[src/rtl/mem_port_arbiter_if.sv]
// Unified memory port bundle: fetch and data requester channels, memory bus and status.
// The arbiter connects through the slave modport; the requesters and memory sit on master.
interface mem_port_arbiter_if #(
   parameter int unsigned ADDR_WIDTH = 8,
   parameter int unsigned DATA_WIDTH = 16
);
   logic                  if_req;
   logic [ADDR_WIDTH-1:0] if_addr;
   logic [DATA_WIDTH-1:0] if_rdata;
   logic                  if_done;

   logic                  d_req;
   logic                  d_we;
   logic [ADDR_WIDTH-1:0] d_addr;
   logic [DATA_WIDTH-1:0] d_wdata;
   logic [DATA_WIDTH-1:0] d_rdata;
   logic                  d_done;

   logic                  halt;

   logic                  mem_en;
   logic                  mem_we;
   logic [ADDR_WIDTH-1:0] mem_addr;
   logic [DATA_WIDTH-1:0] mem_wdata;
   logic [DATA_WIDTH-1:0] mem_rdata;

   logic                  busy;
   logic                  owner;

   modport master (
      output if_req, if_addr, d_req, d_we, d_addr, d_wdata, halt, mem_rdata,
      input  if_rdata, if_done, d_rdata, d_done,
      input  mem_en, mem_we, mem_addr, mem_wdata, busy, owner
   );

   modport slave (
      input  if_req, if_addr, d_req, d_we, d_addr, d_wdata, halt, mem_rdata,
      output if_rdata, if_done, d_rdata, d_done,
      output mem_en, mem_we, mem_addr, mem_wdata, busy, owner
   );
endinterface

[src/rtl/mem_port_arbiter.sv]
// Shares one memory port between instruction fetch and data access, one access at a time.
// Data wins ties; fetch is forced after MAX_DATA_STREAK data grants made while it waited.
module mem_port_arbiter #(
   parameter int unsigned ADDR_WIDTH      = 8,
   parameter int unsigned DATA_WIDTH      = 16,
   parameter int unsigned MEM_LATENCY     = 1,
   parameter int unsigned MAX_DATA_STREAK = 3
) (
   input  logic              clock,
   input  logic              reset,
   mem_port_arbiter_if.slave bus
);
   localparam int unsigned CNT_W = (MEM_LATENCY > 1) ? $clog2(MEM_LATENCY) : 1;
   localparam int unsigned STK_W = $clog2(MAX_DATA_STREAK + 1);
   localparam logic [CNT_W-1:0] CNT_LOAD = CNT_W'(MEM_LATENCY - 1);
   localparam logic [STK_W-1:0] STK_MAX  = STK_W'(MAX_DATA_STREAK);

   typedef enum logic [1:0] {
      IDLE   = 2'd0,
      ACCESS = 2'd1,
      DONE   = 2'd2
   } state_t;

   state_t           state;
   logic [CNT_W-1:0] cnt;
   logic [STK_W-1:0] streak;

   logic fetch_ok_c;
   logic grant_if_c;
   logic grant_d_c;

   // Arbitration decision, only acted on in IDLE.
   assign fetch_ok_c = bus.if_req & ~bus.halt;
   assign grant_if_c = fetch_ok_c & (~bus.d_req | (streak == STK_MAX));
   assign grant_d_c  = bus.d_req & ~grant_if_c;

   always_ff @(posedge clock or negedge reset) begin
      if (!reset) begin
         state         <= IDLE;
         cnt           <= '0;
         streak        <= '0;
         bus.mem_en    <= 1'b0;
         bus.mem_we    <= 1'b0;
         bus.mem_addr  <= ADDR_WIDTH'(0);
         bus.mem_wdata <= DATA_WIDTH'(0);
         bus.if_rdata  <= DATA_WIDTH'(0);
         bus.d_rdata   <= DATA_WIDTH'(0);
         bus.if_done   <= 1'b0;
         bus.d_done    <= 1'b0;
         bus.busy      <= 1'b0;
         bus.owner     <= 1'b0;
      end else begin
         unique case (state)
            IDLE: begin
               // Streak only counts data grants that actually made fetch wait.
               if (!fetch_ok_c)     streak <= '0;
               else if (grant_d_c)  streak <= streak + STK_W'(1);
               else if (grant_if_c) streak <= '0;

               if (grant_if_c || grant_d_c) begin
                  state        <= ACCESS;
                  cnt          <= CNT_LOAD;
                  bus.busy     <= 1'b1;
                  bus.mem_en   <= 1'b1;
                  bus.owner    <= grant_d_c;
                  bus.mem_we   <= grant_d_c & bus.d_we;
                  bus.mem_addr <= grant_d_c ? bus.d_addr : bus.if_addr;
                  if (grant_d_c) bus.mem_wdata <= bus.d_wdata;
               end
            end

            ACCESS: begin
               if (cnt == '0) begin
                  if (!bus.mem_we) begin
                     if (bus.owner) bus.d_rdata  <= bus.mem_rdata;
                     else           bus.if_rdata <= bus.mem_rdata;
                  end
                  bus.mem_en  <= 1'b0;
                  bus.mem_we  <= 1'b0;
                  bus.d_done  <= bus.owner;
                  bus.if_done <= ~bus.owner;
                  state       <= DONE;
               end else begin
                  cnt <= cnt - CNT_W'(1);
               end
            end

            DONE: begin
               bus.if_done <= 1'b0;
               bus.d_done  <= 1'b0;
               bus.busy    <= 1'b0;
               state       <= IDLE;
            end

            default: state <= IDLE;
         endcase
      end
   end
endmodule

[src/flat_wrapper.sv]
// flat-port wrapper written by rule: the top's interface ports become plain ports
module mem_port_arbiter_flat 
#(
   parameter int unsigned ADDR_WIDTH      = 8,
   parameter int unsigned DATA_WIDTH      = 16,
   parameter int unsigned MEM_LATENCY     = 1,
   parameter int unsigned MAX_DATA_STREAK = 3
)
  (clock, reset, bus_if_req, bus_if_addr, bus_d_req, bus_d_we, bus_d_addr, bus_d_wdata, bus_halt, bus_mem_rdata, bus_if_rdata, bus_if_done, bus_d_rdata, bus_d_done, bus_mem_en, bus_mem_we, bus_mem_addr, bus_mem_wdata, bus_busy, bus_owner);
  mem_port_arbiter_if #(.ADDR_WIDTH(ADDR_WIDTH), .DATA_WIDTH(DATA_WIDTH)) bus_i ();
  input  logic clock;
  input  logic reset;
  input wire logic [$bits(bus_i.if_req)-1:0] bus_if_req;
  input wire logic [$bits(bus_i.if_addr)-1:0] bus_if_addr;
  input wire logic [$bits(bus_i.d_req)-1:0] bus_d_req;
  input wire logic [$bits(bus_i.d_we)-1:0] bus_d_we;
  input wire logic [$bits(bus_i.d_addr)-1:0] bus_d_addr;
  input wire logic [$bits(bus_i.d_wdata)-1:0] bus_d_wdata;
  input wire logic [$bits(bus_i.halt)-1:0] bus_halt;
  input wire logic [$bits(bus_i.mem_rdata)-1:0] bus_mem_rdata;
  output wire logic [$bits(bus_i.if_rdata)-1:0] bus_if_rdata;
  output wire logic [$bits(bus_i.if_done)-1:0] bus_if_done;
  output wire logic [$bits(bus_i.d_rdata)-1:0] bus_d_rdata;
  output wire logic [$bits(bus_i.d_done)-1:0] bus_d_done;
  output wire logic [$bits(bus_i.mem_en)-1:0] bus_mem_en;
  output wire logic [$bits(bus_i.mem_we)-1:0] bus_mem_we;
  output wire logic [$bits(bus_i.mem_addr)-1:0] bus_mem_addr;
  output wire logic [$bits(bus_i.mem_wdata)-1:0] bus_mem_wdata;
  output wire logic [$bits(bus_i.busy)-1:0] bus_busy;
  output wire logic [$bits(bus_i.owner)-1:0] bus_owner;
  assign bus_i.if_req = bus_if_req;
  assign bus_i.if_addr = bus_if_addr;
  assign bus_i.d_req = bus_d_req;
  assign bus_i.d_we = bus_d_we;
  assign bus_i.d_addr = bus_d_addr;
  assign bus_i.d_wdata = bus_d_wdata;
  assign bus_i.halt = bus_halt;
  assign bus_i.mem_rdata = bus_mem_rdata;
  assign bus_if_rdata = bus_i.if_rdata;
  assign bus_if_done = bus_i.if_done;
  assign bus_d_rdata = bus_i.d_rdata;
  assign bus_d_done = bus_i.d_done;
  assign bus_mem_en = bus_i.mem_en;
  assign bus_mem_we = bus_i.mem_we;
  assign bus_mem_addr = bus_i.mem_addr;
  assign bus_mem_wdata = bus_i.mem_wdata;
  assign bus_busy = bus_i.busy;
  assign bus_owner = bus_i.owner;
  mem_port_arbiter #(.ADDR_WIDTH(ADDR_WIDTH), .DATA_WIDTH(DATA_WIDTH), .MEM_LATENCY(MEM_LATENCY), .MAX_DATA_STREAK(MAX_DATA_STREAK)) u_core (.clock(clock), .reset(reset), .bus(bus_i));
endmodule
[config.mk]
export PLATFORM = sky130hd
export DESIGN_NAME = mem_port_arbiter_flat
export DESIGN_NICKNAME = d
export VERILOG_FILES = /design/src/rtl/mem_port_arbiter_if.sv /design/src/rtl/mem_port_arbiter.sv /design/src/flat_wrapper.sv
export SDC_FILE = /design/constraint.sdc
export NUM_CORES = 1
export LEC_CHECK = 0
export ABC_AREA = 1
export CAP_MARGIN = 20
export CELL_PAD_IN_SITES_DETAIL_PLACEMENT = 1
export CELL_PAD_IN_SITES_GLOBAL_PLACEMENT = 1
export CORE_MARGIN = 2
export CORE_UTILIZATION = 27
export CTS_CLUSTER_DIAMETER = 60
export DETAILED_ROUTE_END_ITERATION = 12
export GPL_ROUTABILITY_DRIVEN = 0
export PLACE_DENSITY = 0.74
export SYNTH_ARGS = -nofsm -noshare
export SYNTH_HDL_FRONTEND = slang
export SYNTH_SLANG_ARGS = --single-unit
[constraint.sdc]
create_clock -name clock -period 1.25 [get_ports clock]
set_clock_uncertainty 0.05 [all_clocks]
set_input_delay 0.375 -clock clock [delete_from_list [all_inputs] [get_ports clock]]
set_output_delay 0.375 -clock clock [all_outputs]
set_load 0.02 [all_outputs]
After elaboration in Yosys (flattened, before gate mapping)

Cells that the tools add are included.

Bits in registers: 67
Input bits: 54
Output and inout bits: 62

Add/subtract/negate cells: 2
Equal/unequal tests: 6
Mux-type cells: 20
Bitwise operators: 11
Reduce and logical (&&, ||, !) cells: 15

Operators by type and width:

| kind                  | number |
|---|---|
| $pmux W1 S2           | 6 |
| $reduce_and A2 Y1     | 6 |
| $mux W2               | 5 |
| $mux W8               | 1 |
| $reduce_and A4 Y1     | 2 |
| $mux W1               | 7 |
| $not A1 Y1            | 6 |
| $reduce_and A3 Y1     | 2 |
| $reduce_bool A2 Y1    | 3 |
| $and A1 B1 Y1         | 4 |
| $eq A2 B2 Y1 const B  | 2 |
| $pmux W2 S2           | 1 |
| $ne A3 B3 Y1 const B  | 1 |
| $add A2 B1 Y2 const B | 1 |
| $eq A2 B1 Y1 const B  | 1 |
| $logic_not A2 Y1      | 1 |
| $ne A2 B1 Y1 const B  | 1 |
| $ne A2 B2 Y1 const B  | 1 |
| $logic_or A1 B1 Y1    | 1 |
| $or A1 B1 Y1          | 1 |
| $sub A1 B1 Y1 const B | 1 |

Longest topological paths before layout

Gate-level depths: netlist (run 1).

Word-level depth: 8
Mapped depth: 8
Mapped depth without buffers: 7

Least setup slack after synthesis (run 1)

OpenSTA, ideal clock, no wires.

Kind: register -> register
Start point: register u_core.state[0]
End point: register u_core.bus.mem_wdata[0]
Library setup time: 0.116 ns
Arrival time: 1.160 ns
Setup slack: -0.077 ns
Cell stages (with the launch flop): 9
Clock period less this slack: 1.327 ns
Path through: dfrtp_1 -> inv_1 -> ha_1 -> buf_2 -> nand3_4 -> inv_2 -> buf_4 -> nand2_1 -> nand2_1

Word-level cells in the longest chain between the ends: 2

RTL lines:

| element                     | RTL line                  | text |
|---|---|---|
| from (decl)                 | mem_port_arbiter.sv:24    | `state_t state;` |
| from (signal assigned)      | mem_port_arbiter.sv:39    | `state <= IDLE;` |
| from (signal assigned)      | mem_port_arbiter.sv:61    | `state <= ACCESS;` |
| from (signal assigned)      | mem_port_arbiter.sv:82    | `state <= DONE;` |
| $logic_not A2 Y1            | mem_port_arbiter.sv:53    | `unique case (state)` |
| $reduce_and A3 Y1 (no line) | -                         |  |
| to (signal assigned)        | mem_port_arbiter.sv:68    | `if (grant_d_c) bus.mem_wdata <= bus.d_wdata;` |
| to (decl)                   | mem_port_arbiter_if.sv:39 | `output mem_en, mem_we, mem_addr, mem_wdata, busy, owner` |

No other way between the ends.
A chain may end at the register's enable or synchronous reset.

Worst setup path in the final report (run 1)

Start point: register u_core.state[1]
End point: register u_core.bus.mem_wdata[13]

Same word-level chain as after synthesis.

==> results of run 1 <==
synth_stat cells:
cell type | count | area, um2
buf_2 | 8 | 40.0
a21oi_4 | 1 | 16.3
nand3_4 | 1 | 17.5
nand3_1 | 19 | 95.1
nand2_1 | 117 | 439
nor2_1 | 2 | 7.51
inv_2 | 2 | 7.51
o22ai_1 | 2 | 12.5
clkbuf_1 | 2 | 7.51
nand3b_1 | 2 | 15.0
nand3_2 | 1 | 10.0
ha_1 | 4 | 50.1
buf_4 | 1 | 7.51
nand4_1 | 1 | 6.26
dfrtp_1 | 66 | 1650
o21ai_1 | 17 | 85.1
o21ai_0 | 21 | 105
nand2_2 | 2 | 12.5
buf_6 | 1 | 11.3
inv_1 | 48 | 180
registers in the layout (all words and copies together), names as in the netlist:
name	flops
u_core.bus.if_rdata	16
u_core.bus.d_rdata	16
u_core.bus.if_done	1
u_core.bus.mem_we	1
u_core.bus.owner	1
u_core.bus.busy	1
u_core.bus.d_done	1
u_core.bus.mem_addr	8
u_core.bus.mem_wdata	16
u_core.streak	2
u_core.state	2
u_core.bus.mem_en	1
cells by family (layout without fill, tap and decap cells):
group | count (synthesis) | count (layout)
compound gates | 41 | 41
fa+ha+maj | 4 | 4
buf+inv | 62 | 262
flops | 66 | 66
simple gates | 145 | 145
layout make-up:
type | instances | area [um2]
repair buffers | 196 | 1940
clock buffers | 13 | 169
multi-input cells | 190 | 1010
clock inverters | 3 | 46.3
fillers | 1168 | 4960
flip-flops and latches | 66 | 1650
well taps | 136 | 170
inverters | 50 | 193
what timing repair did:
| action | CTS | global route |
|---|---|---|
| cloned | 1 | 1 |
| hold buffers | 1 | 0 |
| pin swaps | 6 | 15 |
| resized for setup | 391 | 43 |
| endpoints found under the setup margin | 125 | 128 |
| setup buffers | 27 | 26 |
| endpoints found under the hold margin | 4 | 0 |
worst min-delay path: stages (launching register included):
cell and delay (ps):
dfrtp_1 370, nand2_1 60, nand2_1 50
power by group through the flow:
stage	Clock (W)	Combinational (W)	Sequential (W)
2_1_floorplan	0	0.00175	0.00494
3_3_place_gp	0	0.00605	0.00376
3_5_place_dp	0	0.00627	0.00378
4_1_cts	0.00197	0.00731	0.00396
5_1_grt	0.00208	0.00876	0.00411
6_report	0.00193	0.00810	0.00398
layer usage:
metal / vias to the layer above / global-route usage
met5: - / 0
li1: 1366 / -
met3: 4 / 0.0414
met4: 0 / 0.0533
met1: 1376 / 0.190
met2: 69 / 0.309
final timing paths:
path | startpoint | end | slack [ps] | depth (start not counted)
setup / recovery | u_core.state[1]$_DFFE_PN0P_ | u_core.bus.mem_wdata[13]$_DFFE_PN0P_ | -130 | 6
hold / removal | u_core.bus.mem_wdata[12]$_DFFE_PN0P_ | u_core.bus.mem_wdata[12]$_DFFE_PN0P_ | 450 | 2
setup reg to reg | u_core.state[1]$_DFFE_PN0P_ | u_core.bus.mem_wdata[13]$_DFFE_PN0P_ | -130 | 6
hold reg to reg | u_core.bus.mem_wdata[12]$_DFFE_PN0P_ | u_core.bus.mem_wdata[12]$_DFFE_PN0P_ | 450 | 2
max in group asynchronous | reset | u_core.bus.mem_addr[5]$_DFFE_PN0P_ | 290 | 3
min in group asynchronous | reset | u_core.bus.d_rdata[9]$_DFFE_PN0P_ | 550 | 3
metrics by stage:
step | TNS, ps | total power (W) | hold WS, ps
after floorplan | -402 | 0.00670 | 29.4
after global placement | -19100 | 0.00981 | 372
after detailed placement | -21840 | 0.0100 | 371
after CTS | -7180 | 0.0132 | 453
after global routing | -13980 | 0.0150 | 498
final | -6150 | 0.0140 | 455
==> metrics.md, run 1 <==
| Metric | Value |
|---|---|
| Pins Over Slew Limit | `0` |
| Pwr per Cell Area | `2710 nW/um2` |
| RSZ-0062 raised after global routing | `yes` |
| Fmax | `approximately 0.73 GHz` |
| Leakage Power | `around 2.7 nW` |
| Fin cells | `approximately 650` |
| Met1 wire length | `between 3000 and 4000 um` |
| Outcome | `finished with violations` |
| Final non-filler cell area | `5180 um2` |
| Core area | `10100 um2` |
| Crit Path Max Fanout | `8` |
| Layout cells sized above 1 | `0.384` |
| Gate power share | `0.578` |
| Routed wire per std cell | `14.1 um` |
| Via count | `2815` |
| Yosys warns | `0` |
| Max-cap violations | `0` |
| Clock root buffer | `clkbuf_8` |
| Sequential area share after synthesis | `0.595` |
| Port Buffer Count | `around 120` |
| Uppermost layer routed | `met4` |
| Io pins | `116` |
| Seq pwr share | `0.284` |
| DP Cell Count | `roughly 590` |
| Vias per inst | `between 4 and 5` |
| Final ANT Viol Nets | `0` |
| Syn Area/Cell | `8.73 um2` |
| Die area | `11100 um2` |
| Fin util | `0.511` |
| Final min period | `about 1400 ps` |
| Final #Nets | `~570` |
| Crit-path cells | `inv_2 -> ha_4 -> nand3_4 -> clkbuf_16 -> nand2_2 -> nand2_1` |
| Setup violators final | `approximately 120` |
| CTS clk-pin slew, worst paths | `roughly 70 ps` |
| #FFs+latches synth | `between 60 and 70` |
| Failing checks | `setup timing` |
| CTS tree | `done` |
| Global-route wire length before repair | `14800 um` |
| Final Worst Setup Slack | `-129 ps` |
| Overflow after GRT | `0` |
| CTS max path bufs | `2` |
| Initial Utilization | `0.274` |
| Internal Pwr Total | `0.00861 W` |
| Routed wire length on met2 | `5150 um` |
| N_diodes | `0` |
| Family with the most delay on the worst path | `flip-flops` |
| Die Ht | `105 um` |
| Synthesized-area fraction occupied by ao, oa, aoi and oai cells | `0.0788` |
| Psw | `0.00540 W` |
| Largest net degree at the start of global routing | `67` |
| Commonest non-fill, non-tap cells in the layout | `nand2_1, buf_6, buf_4` |
| Total wire length | `9200 um` |
| CTS Sinks | `66` |
| Worst slew pin tran | `361 ps` |
| Metal3 WL | `around 420 um` |
| Netlist cell types | `20` |
| Crit share post-route | `1.10` |
| All-Layer GR Usage | `0.168` |
| Switching share of power | `0.385` |
| Post-Syn Instances | `~320` |
| DRC viols | `0` |
| Synth Area in XOR/XNOR | `0` |
| Clk pwr share | `0.138` |
| Critical path type | `reg2reg` |
| Worst min-delay path class | `reg2reg` |
| Worst Setup End Kind | `flip-flop` |
| Dpl hpwl | `5860 um` |
| CTS H-tree lvls | `3` |
| Initial DRC Count | `64` |
| Slowest CP cell | `dfrtp_1` |
| Mux cell area share after synthesis | `0` |
| Synthesized cell area | `2780 um2` |
| Chip Width | `about 110 um` |
| Setup slack at placement | `-462 ps` |
| Cell row count | `37` |
| Num CTS Buffers | `9` |
| Area growth from synthesis to layout | `86.4%` |
| Largest family of logic cells by synthesized area | `simple AND/OR/NAND/NOR gates` |
| Initial DRT Pass Iterations | `4` |
| CP startpoint kind | `flip-flop` |
| Post-Synth Adder-Cell Area | `0.0180` |
| Relative slew slack | `0.760` |
| Worst vdd ir | `0.00121 V` |
| Vias in the first global route | `roughly 3000` |
| Critical Path RT | `1420 ps` |
| WP buf/inv | `2` |
| Placed cell areas | `4310 um2` |
| Worst Path Arrival | `1550 ps` |
| Syn nets | `376` |
| Worst-skew pair later-pin latency | `330 ps` |
| CP peak stage delay | `400 ps` |
| Post-Synth Simple-Gate Area | `0.217` |
| Most common cell after layout, fill and taps aside | `nand2_1` |
| Antenna violations before repair | `0` |
| Final hold viol count | `0` |
No activity file was read; power rests on OpenSTA's default activity.
==> run 2, diff against run 1 <==
--- a/config.mk
+++ b/config.mk
@@ -14,6 +14,7 @@
 export CTS_CLUSTER_DIAMETER = 60
 export DETAILED_ROUTE_END_ITERATION = 12
 export GPL_ROUTABILITY_DRIVEN = 0
+export GPL_TIMING_DRIVEN = 0
 export PLACE_DENSITY = 0.74
 export SYNTH_ARGS = -nofsm -noshare
 export SYNTH_HDL_FRONTEND = slang
==> metrics.md, run 2 (same netlist as run 1, synthesis figures left out) <==
| Metric | Value |
|---|---|
| Crit share post-route | `1.13 (+0.0309)` |
| Fin cells | `659 (+0.76%)` |
| Clock root buffer | `clkbuf_8` |
| Critical path type | `reg2reg` |
| Final Worst Setup Slack | `-168 ps (-38.6 ps)` |
| Outcome | `finished with violations` |
| Gate power share | `0.612 (+0.034)` |
| FF-to-FF path depth | `7 (+1)` |
| Largest registers | `u_core.bus.d_rdata (16), u_core.bus.if_rdata (16), u_core.bus.mem_wdata (16)` |
| Worst-skew pair later-pin latency | `340 ps (about the same)` |
| Final ANT Viol Nets | `0 (unchanged)` |
| N_diodes | `0 (unchanged)` |
| Antenna violations before repair | `0 (unchanged)` |
| Worst slew pin tran | `850 ps (+490 ps)` |
| CTS tree | `done` |
| R2R Setup Slk | `-170 ps (-40 ps)` |
| Routed wire per std cell | `16.7 um (+19%)` |
| Initial Utilization | `0.274 (unchanged)` |
| Num CTS Buffers | `9 (unchanged)` |
| DRC viols | `0 (unchanged)` |
| Hold buffers post-CTS | `0 (-1)` |
| Core area | `10100 um2 (unchanged)` |
| Overflow after GRT | `0 (unchanged)` |
| Most common cell after layout, fill and taps aside | `buf_6` |
| Chip Width | `105 um (unchanged)` |
| Clk pwr share | `0.127 (-0.011)` |
| All-Layer GR Usage | `0.178 (+0.00952)` |
| CTS clk-pin slew, worst paths | `80 ps (about the same)` |
| Vias per inst | `4.42 (+2.6%)` |
| TNS Setup | `-9450 ps (-3300 ps)` |
| Initial DRC Count | `53 (-17%)` |
| Initial DRT Pass Iterations | `4 (unchanged)` |
| Worst Path Arrival | `1600 ps (+50 ps)` |
| CTS H-tree lvls | `3 (unchanged)` |
| Io pins | `116 (unchanged)` |
| Critical Path RT | `1440 ps (+20 ps)` |
| DP Cell Count | `569 (-2.9%)` |
| Relative slew slack | `0.433 (-0.326)` |
| Die Ht | `105 um (unchanged)` |
| CP startpoint kind | `flip-flop` |
| Final hold viol count | `0 (unchanged)` |
| Leakage Power | `2.83 nW (+5.2%)` |
| Area growth from synthesis to layout | `102%` |
| Dpl hpwl | `5930 um (+1.1%)` |
| Crit Path Max Fanout | `8 (unchanged)` |
| FF-to-FF End | `u_core.bus.d_rdata[14]$_DFFE_PN0P_` |
| Critical path origin | `u_core.state[1]$_DFFE_PN0P_` |
| Total wire length | `11000 um (+20%)` |
| Layout cells sized above 1 | `0.505 (+0.121)` |
| Failing checks | `setup timing` |
| CTS max path bufs | `2 (unchanged)` |
| Fmax | `0.705 GHz (-2.7%)` |
| Worst min-delay path class | `in2async` |
| Die area | `11100 um2 (unchanged)` |
| Reg-to-reg startpoint | `u_core.state[1]$_DFFE_PN0P_` |
| CTS Sinks | `66 (unchanged)` |
| Commonest non-fill, non-tap cells in the layout | `buf_6, dfrtp_1, nand2_1` |
| Seq pwr share | `0.261 (-0.023)` |
| Port Buffer Count | `115 (unchanged)` |
| Internal Pwr Total | `0.00937 W (+8.8%)` |
| Via count | `2911 (+3.4%)` |
| RSZ-0062 raised after global routing | `yes` |
| Vias in the first global route | `3071 (+0.39%)` |
| Final min period | `1420 ps (+38.6 ps)` |
| Worst vdd ir | `0.00121 V (+0.37%)` |
| Final #Nets | `576 (+0.88%)` |
| Worst Setup End Kind | `flip-flop` |
| Setup slack at placement | `-527 ps (-65.4 ps)` |
| Pwr per Cell Area | `2790 nW/um2 (+3.0%)` |
| Max-cap violations | `0 (unchanged)` |
| Psw | `0.00628 W (+16%)` |
| Cell row count | `37 (unchanged)` |
| Largest net degree at the start of global routing | `67 (unchanged)` |
| Pins Over Slew Limit | `0 (unchanged)` |
| Post-layout total power | `0.0156 W (+12%)` |
| Switching share of power | `0.401 (+0.0160)` |
| Global-route wire length before repair | `15400 um (+4.1%)` |
| Setup violators final | `123 (+6.0%)` |
[run 2: layout make-up]
cell class | instances | area, um2
plain buffers | 11 | 143
clock buffers | 9 | 124
clock inverters | 7 | 93.8
fillers | 1118 | 4520
inverters | 50 | 193
multi-input cells | 190 | 1310
flip-flops and latches | 66 | 1650
well taps | 136 | 170
repair buffers | 190 | 1930
[run 2: per-stage QoR]
stage                     hold slack (ps)   util  instance area [um2]
after floorplan                      29.4      -                 2800
after global placement                413  0.406                 4120
after detailed placement              421  0.406                 4120
after CTS                             112  0.497                 5040
after global routing                  133  0.554                 5610
final                                74.1  0.554                 5610
[run 2: metal layers]
metal,GRT usage,routed length (um),share of wire
met2,0.331,6270,0.57
met5,0,0,0
met4,0.0543,257,0.023
met1,0.194,4050,0.37
met3,0.0507,444,0.040
[run 2: what timing repair did]
item                       CTS  global route
pin swaps                    5            14
gates cloned                 8             2
setup buffers               34            33
setup endpoints to repair  124           127
resized for setup          467            95
[run 2: critical path: stages (launching register included)]
cell and delay, ps:
dfrtp_1 390, inv_2 110, ha_4 160, nand3b_1 120, buf_6 190, buf_8 150
nand2_2 60, o21ai_1 70
[run 2: power by group through the flow]
stage                     logic [W]  clock network (W)  registers [W]
after CTS                   0.00782            0.00205        0.00401
after global placement      0.00563                  0        0.00379
after floorplan             0.00175                  0        0.00494
final                       0.00957            0.00199        0.00408
after detailed placement    0.00577                  0        0.00382
after global routing         0.0102            0.00213        0.00419
[run 2: how the worst max path moves through the flow]
| stage | slack [ps] | endpoint | depth (start not counted) |
|---|---|---|---|
| CTS | -160 | u_core.bus.mem_wdata[1]$_DFFE_PN0P_ | 8 |
| finish | -170 | u_core.bus.d_rdata[14]$_DFFE_PN0P_ | 7 |
| global placement | -2510 | u_core.bus.mem_wdata[4]$_DFFE_PN0P_ | 1 |
| global route | -240 | u_core.bus.d_rdata[14]$_DFFE_PN0P_ | 7 |
| floorplan | -20 | u_core.bus.mem_wdata[0]$_DFFE_PN0P_ | 8 |
| detailed placement | -530 | u_core.bus.mem_addr[0]$_DFFE_PN0P_ | 7 |
